===== src/rtl/fir_pkg.sv =====
// rtl/fir_pkg.sv - shared types and helpers for the FIR stream engine
//
// Purpose: FSM state encoding, accumulator width rule and output
// saturation limits shared by fir_stream_engine and fir_coeff_bank.
// Ports: none (package).

package fir_pkg;

    typedef enum logic [1:0] {
        ST_IDLE = 2'd0,
        ST_MAC  = 2'd1,
        ST_HOLD = 2'd2
    } fir_state_e;

    // Wide enough for TAPS full-scale products of opposite-sign extremes.
    function automatic int acc_width(input int data_w, input int coeff_w, input int taps);
        return data_w + coeff_w + $clog2(taps);
    endfunction

    // Saturation limits of a signed out_w-bit result.
    function automatic longint sat_max(input int out_w);
        return (longint'(1) <<< (out_w - 1)) - longint'(1);
    endfunction

    function automatic longint sat_min(input int out_w);
        return -(longint'(1) <<< (out_w - 1));
    endfunction

endpackage


===== src/rtl/fir_coeff_bank.sv =====
// rtl/fir_coeff_bank.sv - coefficient storage with write qualification
//
// Purpose: holds TAPS signed coefficients; a write lands only when the
// engine opens the write window and the address is in range, otherwise
// it is dropped and coef_err pulses for one cycle.
// Ports:
//   clk, rst_n            clock, asynchronous active-low reset
//   wr_open               engine is IDLE with no sample offered
//   coef_we/addr/data     coefficient write request
//   coef                  all coefficients, tap 0 in the low slot
//   coef_err              one-cycle pulse on a rejected write

module fir_coeff_bank
    import fir_pkg::*;
#(
    parameter int COEFF_W = 8,
    parameter int TAPS    = 8,
    localparam int AW     = $clog2(TAPS)
) (
    input  logic                         clk,
    input  logic                         rst_n,
    input  logic                         wr_open,
    input  logic                         coef_we,
    input  logic [AW-1:0]                coef_addr,
    input  logic [COEFF_W-1:0]           coef_data,
    output logic [TAPS-1:0][COEFF_W-1:0] coef,
    output logic                         coef_err
);

    logic addr_ok;
    logic wr_ok;

    // Non-power-of-two TAPS leaves addresses that map to no coefficient.
    assign addr_ok = ({1'b0, coef_addr} < (AW + 1)'(TAPS));
    assign wr_ok   = coef_we && wr_open && addr_ok;

    always_ff @(posedge clk or negedge rst_n) begin
        if (!rst_n) begin
            coef     <= '0;
            coef_err <= 1'b0;
        end else begin
            coef_err <= coef_we && !wr_ok;
            if (wr_ok) begin
                coef[coef_addr] <= coef_data;
            end
        end
    end

endmodule


===== src/rtl/fir_stream_engine.sv =====
// rtl/fir_stream_engine.sv - time-shared single-multiplier FIR on valid/ready streams
//
// Purpose: each accepted sample shifts into the history, then TAPS
// multiply-accumulate cycles produce one output, shifted and saturated,
// held until the consumer takes it.
// Ports:
//   clk, rst_n                     clock, asynchronous active-low reset
//   in_valid/in_ready/in_data      sample stream
//   out_valid/out_ready/out_data   filtered stream
//   coef_we/coef_addr/coef_data    coefficient write port
//   coef_err                       rejected-write pulse
//   sat                            sticky clipping flag
//   busy                           engine not IDLE

module fir_stream_engine
    import fir_pkg::*;
#(
    parameter int DATA_W  = 8,
    parameter int COEFF_W = 8,
    parameter int TAPS    = 8,
    parameter int OUT_W   = 8,
    parameter int SHIFT   = 0
) (
    input  logic                     clk,
    input  logic                     rst_n,
    input  logic                     in_valid,
    output logic                     in_ready,
    input  logic [DATA_W-1:0]        in_data,
    output logic                     out_valid,
    input  logic                     out_ready,
    output logic [OUT_W-1:0]         out_data,
    input  logic                     coef_we,
    input  logic [$clog2(TAPS)-1:0]  coef_addr,
    input  logic [COEFF_W-1:0]       coef_data,
    output logic                     coef_err,
    output logic                     sat,
    output logic                     busy
);

    localparam int     AW     = $clog2(TAPS);
    localparam int     PROD_W = DATA_W + COEFF_W;
    localparam int     ACC_W  = acc_width(DATA_W, COEFF_W, TAPS);
    localparam longint OMAX   = sat_max(OUT_W);
    localparam longint OMIN   = sat_min(OUT_W);

    fir_state_e                  state, state_nxt;
    logic                        ready_q;
    logic [TAPS-1:0][DATA_W-1:0] hist;
    logic [TAPS-1:0][COEFF_W-1:0] coef;
    logic [AW-1:0]               idx;
    logic signed [ACC_W-1:0]     acc;

    logic                        accept;
    logic                        last_tap;
    logic signed [PROD_W-1:0]    x_ext, c_ext, prod;
    logic signed [ACC_W-1:0]     acc_sum, shifted;
    logic signed [63:0]          sh64;
    logic                        clip_hi, clip_lo;
    logic [OUT_W-1:0]            out_nxt;

    fir_coeff_bank #(
        .COEFF_W (COEFF_W),
        .TAPS    (TAPS)
    ) u_coeff_bank (
        .clk       (clk),
        .rst_n     (rst_n),
        .wr_open   ((state == ST_IDLE) && !in_valid),
        .coef_we   (coef_we),
        .coef_addr (coef_addr),
        .coef_data (coef_data),
        .coef      (coef),
        .coef_err  (coef_err)
    );

    // The one shared multiplier, indexed by the tap counter.
    assign x_ext    = {{COEFF_W{hist[idx][DATA_W-1]}}, hist[idx]};
    assign c_ext    = {{DATA_W{coef[idx][COEFF_W-1]}}, coef[idx]};
    assign prod     = x_ext * c_ext;
    assign acc_sum  = acc + {{(ACC_W-PROD_W){prod[PROD_W-1]}}, prod};
    assign shifted  = acc_sum >>> SHIFT;
    assign sh64     = {{(64-ACC_W){shifted[ACC_W-1]}}, shifted};
    assign clip_hi  = (sh64 > OMAX);
    assign clip_lo  = (sh64 < OMIN);
    assign out_nxt  = clip_hi ? OUT_W'(OMAX) : (clip_lo ? OUT_W'(OMIN) : OUT_W'(sh64));
    assign last_tap = (idx == AW'(TAPS - 1));
    assign accept   = in_valid && in_ready;

    always_comb begin
        state_nxt = state;
        in_ready  = 1'b0;
        out_valid = 1'b0;
        busy      = 1'b1;
        case (state)
            ST_IDLE: begin
                // ready_q keeps in_ready low through reset and the release cycle.
                in_ready = ready_q;
                busy     = 1'b0;
                if (in_valid && ready_q) state_nxt = ST_MAC;
            end
            ST_MAC: begin
                if (last_tap) state_nxt = ST_HOLD;
            end
            ST_HOLD: begin
                out_valid = 1'b1;
                if (out_ready) state_nxt = ST_IDLE;
            end
            default: state_nxt = ST_IDLE;
        endcase
    end

    always_ff @(posedge clk or negedge rst_n) begin
        if (!rst_n) begin
            state    <= ST_IDLE;
            ready_q  <= 1'b0;
            hist     <= '0;
            idx      <= '0;
            acc      <= '0;
            out_data <= '0;
            sat      <= 1'b0;
        end else begin
            state   <= state_nxt;
            ready_q <= 1'b1;
            if (accept) begin
                hist <= {hist[TAPS-2:0], in_data};
                idx  <= '0;
                acc  <= '0;
            end
            if (state == ST_MAC) begin
                acc <= acc_sum;
                idx <= idx + AW'(1);
                // The final sum is captured here so out_data is stable for all of HOLD.
                if (last_tap) begin
                    out_data <= out_nxt;
                    if (clip_hi || clip_lo) sat <= 1'b1;
                end
            end
        end
    end

endmodule


===== config.mk =====
export PLATFORM = sky130hd
export DESIGN_NAME = fir_stream_engine
export DESIGN_NICKNAME = d
export VERILOG_FILES = /design/src/rtl/fir_pkg.sv /design/src/rtl/fir_coeff_bank.sv /design/src/rtl/fir_stream_engine.sv
export SDC_FILE = /design/constraint.sdc
export NUM_CORES = 1
export LEC_CHECK = 0
export BUFFER_PORTS_ARGS = -buffer_cell sky130_fd_sc_hd__buf_4
export CAP_MARGIN = 25
export CORE_UTILIZATION = 45
export CTS_CLUSTER_SIZE = 40
export DETAILED_ROUTE_END_ITERATION = 10
export GPL_ROUTABILITY_DRIVEN = 0
export PLACE_DENSITY = 0.64
export SETUP_SLACK_MARGIN = 0.02
export SLEW_MARGIN = 20
export SYNTH_ARGS = -nofsm -noshare
export SYNTH_HDL_FRONTEND = slang
export SYNTH_SLANG_ARGS = --single-unit

===== constraint.sdc =====
create_clock -name clk -period 7.84 [get_ports clk]
set_input_delay 0.784 -clock clk [delete_from_list [all_inputs] [get_ports clk]]
set_output_delay 0.784 -clock clk [all_outputs]
set_load 0.01 [all_outputs]

==> results of run 1 <==
==> sequential cells by signal, summed over array words and instances (netlist names) <==
name,count
out_data,8
acc,19
u_coeff_bank.coef_err,1
ready_q,1
state,2
idx,3
u_coeff_bank.coef,64
hist,64
sat,1
==> how the worst max path moves through the flow <==
| stage | end | slack, ps | cells after the start |
|---|---|---|---|
| floorplan | out_data[6] | 30 | 30 |
| global placement | out_data[2] | 50 | 28 |
| global route | out_data[6] | -10 | 34 |
| detailed placement | out_data[2] | -120 | 28 |
| CTS | out_data[6] | 70 | 29 |
| finish | out_data[6] | 380 | 30 |
==> worst register-to-register path: cells and delay by family, from the launching register on <==
| kind | cells | cell delay [ps] |
|---|---|---|
| multiplexers | 2 | 640 |
| AO/OA/AOI/OAI | 9 | 1870 |
| XOR/XNOR | 1 | 300 |
| adder cells (fa/ha/maj) | 6 | 2610 |
| AND/OR/NAND/NOR | 6 | 800 |
| buffers and inverters | 6 | 700 |
| flip-flops | 1 | 420 |
==> timing repair <==
item                                    4_1_cts  5_1_grt
pin swaps                                     0        8
buffers inserted                              0       13
gates resized for setup                       2       35
endpoints found under the setup margin        9        9
==> per-stage QoR <==
stage	area [µm²]	worst slack (ps)	hold WS, ps	utilization (%)
final	12500	385	244	54.6
after global routing	12500	-14.1	265	54.6
after CTS	12200	65.2	481	53.2
after detailed placement	11500	-120	461	50.4
after global placement	11500	52.8	453	50.4
after floorplan	10700	28.9	441	-
==> logic make-up (layout without fill, tap and decap cells) <==
family                     count (synthesis)  count (layout)
xor gates and xnor gates                  26              26
and+or+nand+nor                          388             388
muxes                                    116             116
adders and majority gates                106             106
AOI/OAI and AO/OA                        103             103
DFF                                      163             163
buffers and inverters                    137             221
other                                      1               1
==> metal layers <==
metal  routed length, µm  up-vias  track usage (%)
met1               11200     3739             28.0
met4                 324        0             5.56
li1                    -     3615                -
met3                 524       31             2.92
met5                   0        -                0
met2               11000       90             33.0
==> placed cells by master (no fill, tap or decap), drive strengths merged, types with 18 or more instances in the layout <==
cell and instances:
mux2 64, inv 104, o21ai 29, buf 91, mux4 32, mux2i 20
a21oi 21, nand2 226, fa 56, dfrtp 163, ha 50, nand3 25
nor2 70, clkbuf 18
==> final cells by class <==
type | count | area (µm²) | area share, %
tap | 313 | 392 | 3.13
multi-input combinational | 740 | 6280 | 50.2
sequential | 163 | 4080 | 32.6
timing repair buffer | 91 | 768 | 6.14
inverter | 98 | 368 | 2.94
clock inverter | 14 | 184 | 1.47
clock buffer | 18 | 439 | 3.51
==> results.cfg, run 1 <==
[synth]
synth.distinct_cells = 60
synth_edf_count = 0
synth_top_area_share_pct = 38.3
synthSimpleGateAreaFrac_pct = 15.9
synth_top_cell_by_area = dfrtp_1
synth.most_common_cell = nand2_1
ys_seq_area_share_pct = 38.3
ys.flop_type = dfrtp_1
syn_nets = 1170
synthMuxAreaShare_pct = 15.4
yosys-top-cells-count = nand2_1 (226), dfrtp_1 (163), inv_1 (98)
async_flop_share_pct = 100
synth_area_leaders = dfrtp_1 (38%), fa_1 (11%), nand2_1 (8.0%)
syn_area_mm2 = 0.0106
synth_top_family_by_area = adder cells
synthAdderAreaFrac_pct = 16.4
synthCells = 1040
synth-seq-cells = 163
synth-compound-area-share_pct = 6.75
synth-xor-area-share_pct = 2.27
avgSynthCellArea_um2 = 10.2
ys_warn_count = 0

[grt]
grt_pass1_vias = 7597
antenna_found_initial = 0
grt-ovfl-total = 0
grt_max_degree = 108
grt_usage_pct = 20.1
grt_pass1_wl_um = 38600

[setup_path]
rr_startpoint = idx[0]
worst_path_most_repeated_cell = fa_1
start_kind = register
cpMaxStageDelayCell = fa_1
arrival_ps = 7780
crit_start = idx[0]
critical_path_buf_inv_count = 6
cp.required_ps = 8170
slowest_delay_ps = 550
regToRegSetupSlack_ps = 380
worstSetupPathType = reg -> reg
crit_fanout = 7
r2r.worst_path.cells = 30
crit_path_end_kind = register
r2r-end = out_data[6]
cp_top_family = adder cells

[finish]
nets = 1241
drive_above_1_share_pct = 24.1
n_antenna_cell = 0
fill_cells = 1994
final_cells = 1437
syn2layout_area_growth_pct = 17.6

[route]
wl_per_cell_um = 16.0
finalWirelength_um = 23100
drt_pass1_iterations = 7
final_antenna_net_count = 0
routed_via_density = 5.20
vias = 7475
drt_iter0_drc = 389
drc = 1

[die]
core_mm2 = 0.0229
io_pins = 37
start_util_pct = 46.4
die_y_um = 156
die_w_um = 156
num_rows = 55
die-area_mm2 = 0.0243

[outcome]
status = finished, violations left
violations = DRC

[min_path]
holdCritPathClass = in -> async

[sta]
finalSetupViolCount = 0
max_slew_margin_pct = 39.2
max_freq_mhz = 134
fin_tns_setup_ps = 0
worst_slew_pin_slew_ps = 908
finClkSkew_ps = 12.9
hold_viol_final = 0
fin_crit_sh_pct = 95.1
final.min_clock_period_ps = 7460
report.final.slew_viol_count = 0

[clock_tree]
clockRootBuffer = clkbuf_16
htree_levels = 4
hold_buffers = 0
clk_latency_ps = 450
cts_made_buffers = 17
clk_pin_slew_worst_paths_ps = 80
clockBufferDepth = 2
cts_tree = done
cts_sinks = 163

[job]
max_cap_viol_count = 0

[placement]
dp_hpwl_um = 16100
io_buffer_count = 36
dpl.cell_count = 1391
Power of run 1 is left out: the tool's default activity adds up to more than one toggle a clock period on the data nets, which glitch-free logic cannot reach.
==> inputs of run 2 (changes only) <==
--- a/config.mk
+++ b/config.mk
@@ -11,7 +11,7 @@
 export CTS_CLUSTER_SIZE = 40
 export DETAILED_ROUTE_END_ITERATION = 10
 export GPL_ROUTABILITY_DRIVEN = 0
-export PLACE_DENSITY = 0.64
+export PLACE_DENSITY = 0.69
 export SETUP_SLACK_MARGIN = 0.02
 export SLEW_MARGIN = 20
 export SYNTH_ARGS = -nofsm -noshare
==> results.cfg, run 2 (synthesized netlist as in run 1, its figures left out) <==
[outcome]
status = complete, no violations

[route]
vias = 7535
final_antenna_net_count = 0
drc = 0
drt_iter0_drc = 335
routed_via_density = 5.24
drt_pass1_iterations = 5
wl_per_cell_um = 16.0
finalWirelength_um = 23000

[grt]
grt-ovfl-total = 0
antenna_found_initial = 0
grt_usage_pct = 20.1
grt_pass1_vias = 7746
grt_pass1_wl_um = 38700
grt_max_degree = 101

[placement]
io_buffer_count = 36
dpl.cell_count = 1390
dp_hpwl_um = 15800

[finish]
final_cells = 1437
drive_above_1_share_pct = 23.8
layout_commonest_cell = nand2_1
nets = 1241
fill_cells = 1942
most-common-layout-cells = nand2_1 (225), dfrtp_1 (161), inv_1 (97), buf_4 (80), nor2_1 (69)
n_antenna_cell = 0
reg.largest.list = hist (64), u_coeff_bank.coef (64), acc (19)
syn2layout_area_growth_pct = 17.5

[setup_path]
slowest_delay_ps = 570
arrival_ps = 7870
worstSetupPathType = reg -> reg
cp.required_ps = 8160
worst_path_most_repeated_cell = fa_1
cpMaxStageDelayCell = fa_1
crit_path_end_kind = register
start_kind = register
r2r.worst_path.cells = 29
crit_fanout = 9

[sta]
report.final.slew_viol_count = 0
max_freq_mhz = 132
fin_hold_ws_ps = 200
max_slew_margin_pct = 37.4
finalSetupViolCount = 0
fin_crit_sh_pct = 96.4
finClkSkew_ps = 14.6
worst_slew_pin_slew_ps = 935
final.min_clock_period_ps = 7560
hold_viol_final = 0

[die]
io_pins = 37
start_util_pct = 46.4
num_rows = 55
die-area_mm2 = 0.0243
die_y_um = 156
core_mm2 = 0.0229
die_w_um = 156

[clock_tree]
clockBufferDepth = 2
clk_pin_slew_worst_paths_ps = 70
htree_levels = 4
cts_sinks = 163
cts_tree = done
clockRootBuffer = clkbuf_16
hold_buffers = 0
clk_latency_ps = 430
cts_made_buffers = 17

[min_path]
holdCritPathClass = in -> async

[job]
max_cap_viol_count = 0
==> run 2: cell types whose count changed in the layout (fill, tap and decap cells not counted), sizes merged <==
| cell | previous run | this run |
|---|---|---|
| inv | 104 | 106 |
| clkbuf | 18 | 20 |
| clkinv | 7 | 3 |
| bufinv | 1 | 2 |
| buf | 91 | 90 |
==> run 2: layer usage <==
metal | GRT usage, % | wire, µm
met1 | 27.5 | 10600
met2 | 33.6 | 11400
met3 | 2.75 | 615
met4 | 5.56 | 332
met5 | 0 | 0
==> run 2: worst max-delay path: cells and delay by family (launching register included) <==
| kind | cells | cell delay, ps |
|---|---|---|
| adder cells (fa/ha/maj) | 6 | 2700 |
| AO/OA/AOI/OAI | 8 | 1710 |
| AND/OR/NAND/NOR | 7 | 940 |
| multiplexers | 2 | 820 |
| buffers and inverters | 5 | 550 |
| flip-flops | 1 | 400 |
| XOR/XNOR | 1 | 290 |
==> run 2: cell type report <==
type                            instances  area [µm²]  area share (%)
Sequential cell                       163        4080            32.6
Multi-Input combinational cell        740        6240            49.9
Inverter                               98         368            2.94
Clock inverter                         13         163            1.30
Tap cell                              313         392            3.13
Clock buffer                           19         443            3.54
Timing Repair Buffer                   91         816            6.53
==> run 2: worst paths after layout <==
| path | startpoint | endpoint | slack, ps |
|---|---|---|---|
| min in group clk | hist[59] | hist[59] | 470 |
| max in group asynchronous | rst_n | u_coeff_bank.coef[24] | 6110 |
| worst max register to register | idx[0] | out_data[6] | 280 |
| worst min register to register | hist[59] | hist[59] | 470 |
| worst min-delay path | rst_n | u_coeff_bank.coef[17] | 200 |
| worst max-delay path | idx[0] | out_data[6] | 280 |
==> run 2: stage by stage <==
| step | util, % | setup TNS, ps | worst slack [ps] | cell area [µm²] |
|---|---|---|---|---|
| after floorplan | - | 0 | 28.9 | 10700 |
| after global placement | 50.3 | 0 | 115 | 11500 |
| after detailed placement | 50.4 | 0 | 3.56 | 11500 |
| after CTS | 53.1 | 0 | 39.1 | 12200 |
| after global routing | 54.6 | -35.8 | -24.7 | 12500 |
| final | 54.6 | 0 | 284 | 12500 |
==> run 2: timing repair <==
item,CTS,global route
setup endpoints to repair,6,9
gates cloned,0,1
resized for setup,1,30
setup buffers,0,13
pin swaps,0,4
Power of run 2 is left out for the same reason.
==> inputs of run 3 (changes only) <==
--- a/config.mk
+++ b/config.mk
@@ -7,11 +7,14 @@
 export LEC_CHECK = 0
 export BUFFER_PORTS_ARGS = -buffer_cell sky130_fd_sc_hd__buf_4
 export CAP_MARGIN = 25
+export CELL_PAD_IN_SITES_DETAIL_PLACEMENT = 1
+export CELL_PAD_IN_SITES_GLOBAL_PLACEMENT = 1
 export CORE_UTILIZATION = 45
 export CTS_CLUSTER_SIZE = 40
 export DETAILED_ROUTE_END_ITERATION = 10
 export GPL_ROUTABILITY_DRIVEN = 0
-export PLACE_DENSITY = 0.69
+export GPL_TIMING_DRIVEN = 0
+export PLACE_DENSITY = 0.82
 export SETUP_SLACK_MARGIN = 0.02
 export SLEW_MARGIN = 20
 export SYNTH_ARGS = -nofsm -noshare
==> results.cfg, run 3 (synthesized netlist as in run 1, its figures left out) <==
[route]
final_antenna_net_count = 0
drt_iter0_drc = 645
finalWirelength_um = 37300
drc = 0
drt_pass1_iterations = 5
vias = 8829
wl_per_cell_um = 25.1
routed_via_density = 5.95

[grt]
antenna_found_initial = 0
grt-ovfl-total = 0
grt_pass1_wl_um = 55800
grt_pass1_vias = 9683
grt_max_degree = 98
grt_usage_pct = 30.8

[die]
die-area_mm2 = 0.0243
num_rows = 55
start_util_pct = 46.4
core_mm2 = 0.0229
io_pins = 37
die_w_um = 156
die_y_um = 156

[sta]
max_freq_mhz = 126
rsz0062_at_grt = yes
final.min_clock_period_ps = 7930
fin_crit_sh_pct = 101
worst_slack_ps = -93.9
fin_tns_setup_ps = -231
report.final.slew_viol_count = 0
hold_viol_final = 0
fin_hold_ws_ps = 304
finClkSkew_ps = 12.1
max_slew_margin_pct = 31.8
worst_slew_pin_slew_ps = 1020
finalSetupViolCount = 7

[placement]
place_ws_ps = -1380
io_buffer_count = 34
dp_hpwl_um = 20100

[finish]
n_antenna_cell = 0
reg.largest.list = hist (64), u_coeff_bank.coef (64), acc (19)
nets = 1287
most-common-layout-cells = nand2_1 (226), dfrtp_1 (162), inv_1 (91), buf_4 (79), nor2_1 (66)
drive_above_1_share_pct = 28.5
syn2layout_area_growth_pct = 24.0
fill_cells = 2405
layout_commonest_cell = nand2_1

[clock_tree]
cts_made_buffers = 17
clk_latency_ps = 450
clockBufferDepth = 2
cts_sinks = 163
cts_tree = done
clk_pin_slew_worst_paths_ps = 70
clockRootBuffer = clkbuf_16
htree_levels = 4

[setup_path]
start_kind = register
crit_start = idx[0]
crit_fanout = 8
slowest_delay_ps = 560
worst_path_most_repeated_cell = fa_1
cp.required_ps = 8170
rr_startpoint = idx[0]
cpMaxStageDelayCell = mux4_2
r2r.worst_path.cells = 30
crit_path_end_kind = register
worstSetupPathType = reg -> reg
arrival_ps = 8270

[outcome]
status = finished, violations left
violations = setup timing

[min_path]
holdCritPathClass = in -> async

[job]
max_cap_viol_count = 0
==> run 3: cell types whose count changed in the layout (fill, tap and decap cells not counted), sizes merged <==
cell / delta
buf: +22
clkinvlp: +2
clkbuf: +22
a31oi: +1
clkinv: -1
==> run 3: path summary, 6_finish.rpt <==
| check | slack (ps) | end |
|---|---|---|
| setup reg to reg | -90 | sat |
| hold / removal | 300 | acc[11] |
| max in group asynchronous | 6640 | hist[49] |
| hold reg to reg | 480 | sat |
| setup / recovery | -90 | sat |
| min in group clk | 480 | sat |
==> run 3: timing repair <==
item                                    in CTS  in global routing
endpoints found under the hold margin        0                  0
pin swaps                                    8                 53
gates resized for setup                     80                 67
buffers inserted                            40                 21
gates cloned                                 1                  3
endpoints found under the setup margin      16                  9
hold buffers                                 0                  0
==> run 3: cell type report <==
class	instances	area, µm²	share of cell area, %
multi-input combinational	741	6650	50.4
sequential	163	4080	30.9
timing repair buffer	100	903	6.84
clock buffer	18	429	3.25
tap	313	392	2.97
inverter	98	368	2.79
buffer	36	209	1.58
clock inverter	14	166	1.26
==> run 3: metal layers <==
| layer | part of all wire (%) | wire length (µm) | global-route usage, % | vias to the layer above |
|---|---|---|---|---|
| met1 | 37 | 13800 | 34.8 | 4589 |
| met5 | 0 | 0 | 0 | - |
| met4 | 6.4 | 2390 | 18.3 | 0 |
| met3 | 4.5 | 1670 | 5.42 | 171 |
| met2 | 52 | 19400 | 54.4 | 357 |
| li1 | - | - | - | 3712 |
==> run 3: per-stage QoR <==
| stage | instances | area, µm² | utilization, % |
|---|---|---|---|
| final | 1483 | 13200 | 57.6 |
| after global routing | 1483 | 13200 | 57.6 |
| after CTS | 1462 | 12700 | 55.5 |
| after detailed placement | 1390 | 11400 | 49.7 |
| after global placement | 1387 | 11300 | 49.4 |
| after floorplan | 1040 | 10700 | - |
==> run 3: worst max-delay path: cells and delay by family (launching register included) <==
family / cells / cell delay, ps
AO/OA/AOI/OAI: 7 / 1540
multiplexers: 2 / 800
buffers and inverters: 6 / 740
XOR/XNOR: 1 / 130
flip-flops: 1 / 390
adder cells (fa/ha/maj): 6 / 2610
AND/OR/NAND/NOR: 8 / 1600
Power of run 3 is left out for the same reason.
